<file path="src/rtl/pong_pkg.sv">
// ---------------------------------------------------------------------------
// pong_pkg : shared state/direction types for the Pong paddle controllers
// Rev 1.0
// ---------------------------------------------------------------------------
`default_nettype none

package pong_pkg;

    typedef enum logic [1:0] {
        IDLE = 2'd0,
        SLOW = 2'd1,
        FAST = 2'd2
    } paddle_state_e;

    typedef enum logic [1:0] {
        DIR_NONE = 2'd0,
        DIR_UP   = 2'd1,
        DIR_DN   = 2'd2
    } paddle_dir_e;

    // Counter width that stays legal (>= 1 bit) for degenerate periods.
    function automatic int cnt_width(input int n);
        return (n > 1) ? $clog2(n) : 1;
    endfunction

endpackage

`default_nettype wire

</file>
<file path="src/rtl/pong_paddle_draw.sv">
// ---------------------------------------------------------------------------
// pong_paddle_draw : registered paddle pixel comparator (one per paddle)
// Rev 1.0
// ---------------------------------------------------------------------------
`default_nettype none

module pong_paddle_draw #(
    parameter int c_PLAYER_PADDLE_X = 0,
    parameter int c_PADDLE_HEIGHT   = 6,
    parameter int c_COL_W           = 6,
    parameter int c_ROW_W           = 5
) (
    input  logic               i_Clk,
    input  logic               i_Rst,
    input  logic [c_COL_W-1:0] i_Col,
    input  logic [c_ROW_W-1:0] i_Row,
    input  logic [c_ROW_W-1:0] i_Paddle_Y,
    output logic               o_Draw
);

    localparam logic [c_COL_W-1:0] c_X_COL  = c_COL_W'(c_PLAYER_PADDLE_X);
    localparam logic [c_ROW_W:0]   c_HEIGHT = (c_ROW_W+1)'(c_PADDLE_HEIGHT);

    logic               draw_q;
    logic [c_ROW_W:0]   w_bottom;
    logic               w_hit;

    // One bit wider so a paddle touching the last row cannot wrap.
    assign w_bottom = {1'b0, i_Paddle_Y} + c_HEIGHT;
    assign w_hit    = (i_Col == c_X_COL) && (i_Row >= i_Paddle_Y)
                      && ({1'b0, i_Row} < w_bottom);

    always_ff @(posedge i_Clk) begin
        if (i_Rst) begin
            draw_q <= 1'b0;
        end else begin
            draw_q <= w_hit;
        end
    end

    assign o_Draw = draw_q;

endmodule

`default_nettype wire

</file>
<file path="src/rtl/pong_paddle_ctrl_accel.sv">
// ---------------------------------------------------------------------------
// pong_paddle_ctrl_accel : paddle controller with slow/fast acceleration
//                          and automatic ball tracking
// Rev 1.0
// ---------------------------------------------------------------------------
`default_nettype none

module pong_paddle_ctrl_accel
    import pong_pkg::*;
#(
    parameter int c_PLAYER_PADDLE_X = 0,
    parameter int c_PADDLE_HEIGHT   = 6,
    parameter int c_GAME_WIDTH      = 40,
    parameter int c_GAME_HEIGHT     = 30,
    parameter int c_SLOW_PERIOD     = 1250000,
    parameter int c_FAST_PERIOD     = 312500,
    parameter int c_ACCEL_STEPS     = 4,
    parameter int c_PADDLE_Y_INIT   = (c_GAME_HEIGHT - c_PADDLE_HEIGHT) / 2
) (
    input  logic                             i_Clk,
    input  logic                             i_Rst,
    input  logic [$clog2(c_GAME_WIDTH)-1:0]  i_Col_Count_Div,
    input  logic [$clog2(c_GAME_HEIGHT)-1:0] i_Row_Count_Div,
    input  logic                             i_Paddle_Up,
    input  logic                             i_Paddle_Dn,
    input  logic                             i_Auto_Mode,
    input  logic [$clog2(c_GAME_HEIGHT)-1:0] i_Ball_Y,
    output logic                             o_Draw_Paddle,
    output logic [$clog2(c_GAME_HEIGHT)-1:0] o_Paddle_Y,
    output logic                             o_Moving
);

    localparam int c_COL_W  = $clog2(c_GAME_WIDTH);
    localparam int c_ROW_W  = $clog2(c_GAME_HEIGHT);
    localparam int c_CNT_W  = cnt_width(c_SLOW_PERIOD);
    localparam int c_STEP_W = cnt_width(c_ACCEL_STEPS + 1);

    localparam logic [c_CNT_W-1:0]  c_SLOW_LAST = c_CNT_W'(c_SLOW_PERIOD - 1);
    localparam logic [c_CNT_W-1:0]  c_FAST_LAST = c_CNT_W'(c_FAST_PERIOD - 1);
    localparam logic [c_CNT_W-1:0]  c_CNT_ONE   = c_CNT_W'(1);
    localparam logic [c_ROW_W-1:0]  c_Y_MAX     = c_ROW_W'(c_GAME_HEIGHT - c_PADDLE_HEIGHT);
    localparam logic [c_ROW_W-1:0]  c_Y_INIT    = c_ROW_W'(c_PADDLE_Y_INIT);
    localparam logic [c_ROW_W-1:0]  c_ROW_ONE   = c_ROW_W'(1);
    localparam logic [c_ROW_W:0]    c_HALF_H    = (c_ROW_W+1)'(c_PADDLE_HEIGHT / 2);
    localparam logic [c_STEP_W-1:0] c_STEP_SAT  = c_STEP_W'(c_ACCEL_STEPS);
    localparam logic [c_STEP_W-1:0] c_STEP_ONE  = c_STEP_W'(1);

    paddle_state_e       state_q;
    paddle_dir_e         dir_q;
    logic [c_CNT_W-1:0]  cnt_q;
    logic [c_STEP_W-1:0] steps_q;
    logic [c_ROW_W-1:0]  y_q;
    logic                moving_q;
    logic                auto_q;

    paddle_dir_e         req_dir_d;
    logic [c_ROW_W:0]    w_centre;
    logic [c_CNT_W-1:0]  w_period_last;
    logic                w_blocked;

    always_comb begin
        req_dir_d = DIR_NONE;
        w_centre  = {1'b0, y_q} + c_HALF_H;
        if (i_Auto_Mode) begin
            if ({1'b0, i_Ball_Y} < w_centre) begin
                req_dir_d = DIR_UP;
            end else if ({1'b0, i_Ball_Y} > w_centre) begin
                req_dir_d = DIR_DN;
            end
        end else if (i_Paddle_Up && !i_Paddle_Dn) begin
            req_dir_d = DIR_UP;
        end else if (i_Paddle_Dn && !i_Paddle_Up) begin
            req_dir_d = DIR_DN;
        end
    end

    assign w_period_last = (state_q == FAST) ? c_FAST_LAST : c_SLOW_LAST;
    assign w_blocked     = ((dir_q == DIR_UP) && (y_q == '0))
                        || ((dir_q == DIR_DN) && (y_q == c_Y_MAX));

    always_ff @(posedge i_Clk) begin
        if (i_Rst) begin
            state_q  <= IDLE;
            dir_q    <= DIR_NONE;
            cnt_q    <= '0;
            steps_q  <= '0;
            y_q      <= c_Y_INIT;
            moving_q <= 1'b0;
            auto_q   <= 1'b0;
        end else begin
            auto_q <= i_Auto_Mode;
            if (i_Auto_Mode != auto_q) begin
                state_q  <= IDLE;
                dir_q    <= DIR_NONE;
                cnt_q    <= '0;
                steps_q  <= '0;
                moving_q <= 1'b0;
            end else begin
                case (state_q)
                    IDLE: begin
                        cnt_q   <= '0;
                        steps_q <= '0;
                        if (req_dir_d != DIR_NONE) begin
                            state_q  <= SLOW;
                            dir_q    <= req_dir_d;
                            moving_q <= 1'b1;
                        end
                    end
                    default: begin
                        if (req_dir_d == DIR_NONE) begin
                            state_q  <= IDLE;
                            dir_q    <= DIR_NONE;
                            cnt_q    <= '0;
                            steps_q  <= '0;
                            moving_q <= 1'b0;
                        end else if (req_dir_d != dir_q) begin
                            // Reversal restarts acceleration without stepping.
                            state_q <= SLOW;
                            dir_q   <= req_dir_d;
                            cnt_q   <= '0;
                            steps_q <= '0;
                        end else if (cnt_q == w_period_last) begin
                            cnt_q <= '0;
                            if (!w_blocked) begin
                                y_q <= (dir_q == DIR_UP) ? (y_q - c_ROW_ONE) : (y_q + c_ROW_ONE);
                                if (steps_q != c_STEP_SAT) begin
                                    steps_q <= steps_q + c_STEP_ONE;
                                end
                                if ((state_q == SLOW) && !i_Auto_Mode
                                    && (steps_q + c_STEP_ONE == c_STEP_SAT)) begin
                                    state_q <= FAST;
                                end
                            end
                        end else begin
                            cnt_q <= cnt_q + c_CNT_ONE;
                        end
                    end
                endcase
            end
        end
    end

    pong_paddle_draw #(
        .c_PLAYER_PADDLE_X (c_PLAYER_PADDLE_X),
        .c_PADDLE_HEIGHT   (c_PADDLE_HEIGHT),
        .c_COL_W           (c_COL_W),
        .c_ROW_W           (c_ROW_W)
    ) u_draw (
        .i_Clk      (i_Clk),
        .i_Rst      (i_Rst),
        .i_Col      (i_Col_Count_Div),
        .i_Row      (i_Row_Count_Div),
        .i_Paddle_Y (y_q),
        .o_Draw     (o_Draw_Paddle)
    );

    assign o_Paddle_Y = y_q;
    assign o_Moving   = moving_q;

endmodule

`default_nettype wire

</file>
<file path="config.mk">
export PLATFORM = sky130hd
export DESIGN_NAME = pong_paddle_ctrl_accel
export DESIGN_NICKNAME = d
export VERILOG_FILES = /design/src/rtl/pong_pkg.sv /design/src/rtl/pong_paddle_draw.sv /design/src/rtl/pong_paddle_ctrl_accel.sv
export SDC_FILE = /design/constraint.sdc
export NUM_CORES = 1
export LEC_CHECK = 0
export CAP_MARGIN = 40
export CORE_MARGIN = 2
export CORE_UTILIZATION = 37
export CTS_CLUSTER_SIZE = 14
export DETAILED_ROUTE_END_ITERATION = 8
export DONT_BUFFER_PORTS = 1
export GPL_TIMING_DRIVEN = 0
export PLACE_DENSITY_LB_ADDON = 0.3
export SYNTH_ARGS = -nofsm -noshare
export SYNTH_HDL_FRONTEND = slang
export SYNTH_SLANG_ARGS = --single-unit
</file>
<file path="constraint.sdc">
create_clock -name i_Clk -period 9.2 [get_ports i_Clk]
set_input_delay 1.84 -clock i_Clk [delete_from_list [all_inputs] [get_ports i_Clk]]
set_output_delay 1.84 -clock i_Clk [all_outputs]
set_load 0.05 [all_outputs]
</file>
==> impl_metrics.csv <==
group,metric,value,unit
critical_path,crit_path_frequent_cell,"ha_1",
routing,first_iter_violations,59,
clocking,clkLatencyLatePin,0.29,ns
routing,drc,0,
final_layout,postLayoutCellArea,0.002603,sq mm
routing,vias_per_cell,5.293,
routing,drt-wirelength-per-cell,12.98,microns
logic_synthesis,synth_top_family_by_area,"simple AND/OR/NAND/NOR gates",
logic_synthesis,synth_seq_area_share,0.3005,
pwr,p_switching,76.39,uW
hold_path,hold_depth,1,
flow_run,drv_cap,0,
logic_synthesis,yosys-top-cells-count,"dfxtp_1, nor2_1, ha_1, xor2_1, inv_1",
final_layout,n_antenna_cell,0,
logic_synthesis,synth_ff_type,"dfxtp_1",
logic_synthesis,synth_top_area_frac,0.3005,
global_routing,first_global_vias,1876,
logic_synthesis,synth_cell_types,48,
pwr,p_int,250.4,uW
logic_synthesis,async_flop_share,0,
floorplanning,die_w,84.52,microns
sta,finalSetupTns,0,ns
floorplanning,num_io_pins,28,
placed_design,placedInstanceArea,0.002495,sq mm
clocking,cts_tree,"built",
logic_synthesis,ys_ff_latch,36,
clocking,clk_path_buf_depth,2,
sta,clock_skew,0.007638,ns
critical_path,crit_buf_inv,1,
floorplanning,die_y,84.52,microns
routing,drtPass1Iterations,4,
critical_path,rr_endpoint,"state_q[0]",
placed_design,dp.cells,350,
placed_design,portBuffers,0,
clocking,cts.root.buffer_cell,"clkbuf_8",
global_routing,gr-total-overflow,0,
sta,rsz0062_at_grt,"no",
logic_synthesis,synth-simple-area-share,0.2817,
routing,ant_nets,0,
final_layout,layoutNonFillerInstCount,358,
hold_path,min_to,"cnt_q[0]",
clocking,cts_made_buffers,5,
pwr,p_seq_frac,0.496,
critical_path,crit_required,9.38,ns
clocking,clock_sinks,36,
clocking,clk_pin_slew,0.08,ns
logic_synthesis,synthXorXnorAreaFrac,0.1095,
floorplanning,num_rows,29,
sta,worst_pin_slew,0.8123,ns
clocking,h-tree-depth,2,
logic_synthesis,syn-cell-area,0.002399,sq mm
sta,maxClockFrequency,0.2415,GHz
logic_synthesis,synth-warning-count,0,
status,outcome,"finished clean",
pwr,p_clk_frac,0.425,
critical_path,cp.depth,17,
logic_synthesis,synth_fp_nets,322,
critical_path,max_stage_delay,0.76,ns
sta,hold_viol_final,0,
pwr,pwr_density_cell,125.6,mW/mm^2
logic_synthesis,synth_area_leaders,"dfxtp_1, ha_1, xor2_1, xnor2_1, nor2_1",
sta,fin_crit_sh,0.4500,
critical_path,r2r_slack,5.06,ns
critical_path,crit_family,"simple AND/OR/NAND/NOR gates",
critical_path,criticalPathCategory,"register to register",
critical_path,arrival,4.32,ns
routing,via_count,1895,
clocking,ctsResizeCount,0,
logic_synthesis,synthMuxAreaShare,0.01252,
final_layout,post_route_cells_drive_above_1_share,0.08541,
critical_path,cp-end-kind,"register",
critical_path,worstPathCellList,"inv_1 -> ha_1 -> nor3_1 -> xnor2_1 -> ha_1 -> and3_1 -> o21ai_1 -> a31o_1 -> o21ai_0 -> nor2_1 -> ha_1 -> nor2_1 -> and4_1 -> nand4b_1 -> o211ai_1 -> o211a_1 -> nor3_1",
floorplanning,dieArea,0.007143,sq mm
critical_path,critical_path_peak_fanout,7,
global_routing,grt_first_pass_wirelength,8376,microns
sta,fin_crit,4.140,ns
pwr,comb_power_share,0.079,
critical_path,cp-start-kind,"register",
logic_synthesis,synth_area_per_cell,8.786,sq um
global_routing,grt_start_max_net_pins,12,
clocking,cts_setup_buffers,0,
logic_synthesis,synth_adder_area_share,0.1492,
critical_path,reg2reg_from,"o_Paddle_Y[1]",
critical_path,reg2reg_depth,17,
pwr,swShare,0.2338,
final_layout,fin_nets,329,
pwr,max-vdd-ir-drop,0.00007537,V
logic_synthesis,synthCells,273,
hold_path,worstHoldStart,"cnt_q[0]",
final_layout,fillCellCount,667,
placed_design,pre_cts_ws,4.887,ns
sta,final.setup.worst_slack,5.060,ns
logic_synthesis,synth_compound_area_frac,0.1064,
sta,finalSetupViolCount,0,
pwr,total_leakage_power,0.9623,nW
logic_synthesis,yosys.area.top_type,"dfxtp_1",
logic_synthesis,synth_edf_count,0,
routing,routed_wl,4648,microns
floorplanning,start_util,0.3799,
hold_path,hold_path_class,"register to register",
placed_design,place.gp.congestion,0.8136,
global_routing,antenna_found_initial,0,
clocking,cts-hold-fix-buffers,0,
global_routing,track_usage,0.1420,
final_layout,area_growth,8.503,%
floorplanning,fp.coreArea,0.006314,sq mm
placed_design,dp_hpwl,3615,microns
logic_synthesis,yosysMostFrequentCell,"dfxtp_1",
critical_path,slowest_stage,"dfxtp_1",
sta,slew_headroom,0.4540,
sta,maxSlewViolCount,0,
-- registers in the layout, summed over array words and instances (netlist names) --
register       flops
auto_q             1
cnt_q             21
state_q            2
dir_q              2
o_Paddle_Y         5
steps_q            3
o_Moving           1
u_draw.o_Draw      1
-- area by class of cell --
cell class / instances / area, sq um / share of cell area
clock buffers: 6 / 72.57 / 0.02788
multi-input cells: 218 / 1582 / 0.6077
flip-flops and latches: 36 / 720.7 / 0.2769
inverters: 15 / 56.30 / 0.02163
clock inverters: 2 / 35.03 / 0.01346
well taps: 77 / 96.34 / 0.03702
plain buffers: 4 / 40.04 / 0.01538
-- power groups by stage --
stage / Sequential [mW] / Combinational, mW / Clock (mW)
CTS: 0.162 / 0.0263 / 0.142
detailed placement: 0.166 / 0.0262 / 0
global route: 0.162 / 0.0305 / 0.148
floorplan: 0.165 / 0.0219 / 0
global placement: 0.166 / 0.0258 / 0
finish: 0.162 / 0.0259 / 0.139
-- layout by cell type, fill, tap and decap left out, types with 3 or more instances in the layout --
| cell type | synthesis | layout |
|---|---|---|
| nand2_1 | 13 | 13 |
| and3_1 | 6 | 6 |
| o22ai_1 | 3 | 3 |
| or4_1 | 3 | 3 |
| nand2b_1 | 5 | 5 |
| nand4_1 | 3 | 3 |
| clkbuf_8 | 0 | 5 |
| o21ai_0 | 9 | 9 |
| a211oi_1 | 3 | 3 |
| mux2i_1 | 3 | 3 |
| nor2b_1 | 6 | 6 |
| inv_1 | 15 | 15 |
| nand3_1 | 14 | 14 |
| nand4b_1 | 3 | 3 |
| nor2_4 | 8 | 8 |
| nor3_1 | 5 | 5 |
| or3_1 | 4 | 4 |
| a21oi_1 | 11 | 11 |
| xor2_1 | 16 | 16 |
| dfxtp_1 | 36 | 36 |
| ha_1 | 27 | 27 |
| xnor2_1 | 14 | 14 |
| nor2_1 | 29 | 29 |
| nor4_1 | 3 | 3 |
-- per-stage QoR --
| step | util | power (mW) | hold slack (ns) |
|---|---|---|---|
| finish | 0.4122 | 0.3268 | 0.4706 |
| global route | 0.4122 | 0.3408 | 0.4889 |
| CTS | 0.4122 | 0.3306 | 0.4739 |
| detailed placement | 0.3952 | 0.1920 | 0.4551 |
| global placement | 0.3952 | 0.1915 | 0.4561 |
| floorplan | - | 0.1870 | 0.4392 |
-- cell families after synthesis --
family / after synthesis
flip-flops: 36
AND/OR/NAND/NOR: 116
multiplexers: 3
XOR/XNOR: 30
buffers and inverters: 19
AO/OA/AOI/OAI: 41
adder cells (fa/ha/maj): 28
-- metal layers --
metal	global-route usage	vias to the layer above	wire length, microns
met5	0	-	0
met4	0.05051	0	73
met3	0.02950	8	184
met2	0.2341	29	2147
met1	0.1837	889	2243
li1	-	969	-
-- worst max-delay path by stage --
stage	from	endpoint	slack, ns
global placement	i_Ball_Y[4]	state_q[0]	4.89
global route	o_Paddle_Y[1]	state_q[0]	4.66
CTS	o_Paddle_Y[1]	state_q[0]	5.03
detailed placement	i_Ball_Y[4]	state_q[0]	4.89
finish	o_Paddle_Y[1]	state_q[0]	5.06
floorplan	i_Ball_Y[4]	cnt_q[9]	5.08
-- worst register-to-register path, delay by kind of cell, from the launching register on --
family | cells | cell delay, ns
compound gates | 5 | 0.97
xor+xnor | 1 | 0.10
fa+ha+maj | 3 | 0.90
buf+inv | 1 | 0.31
flops | 1 | 0.76
simple gates | 7 | 0.97
(Power assumes the default switching activity.)
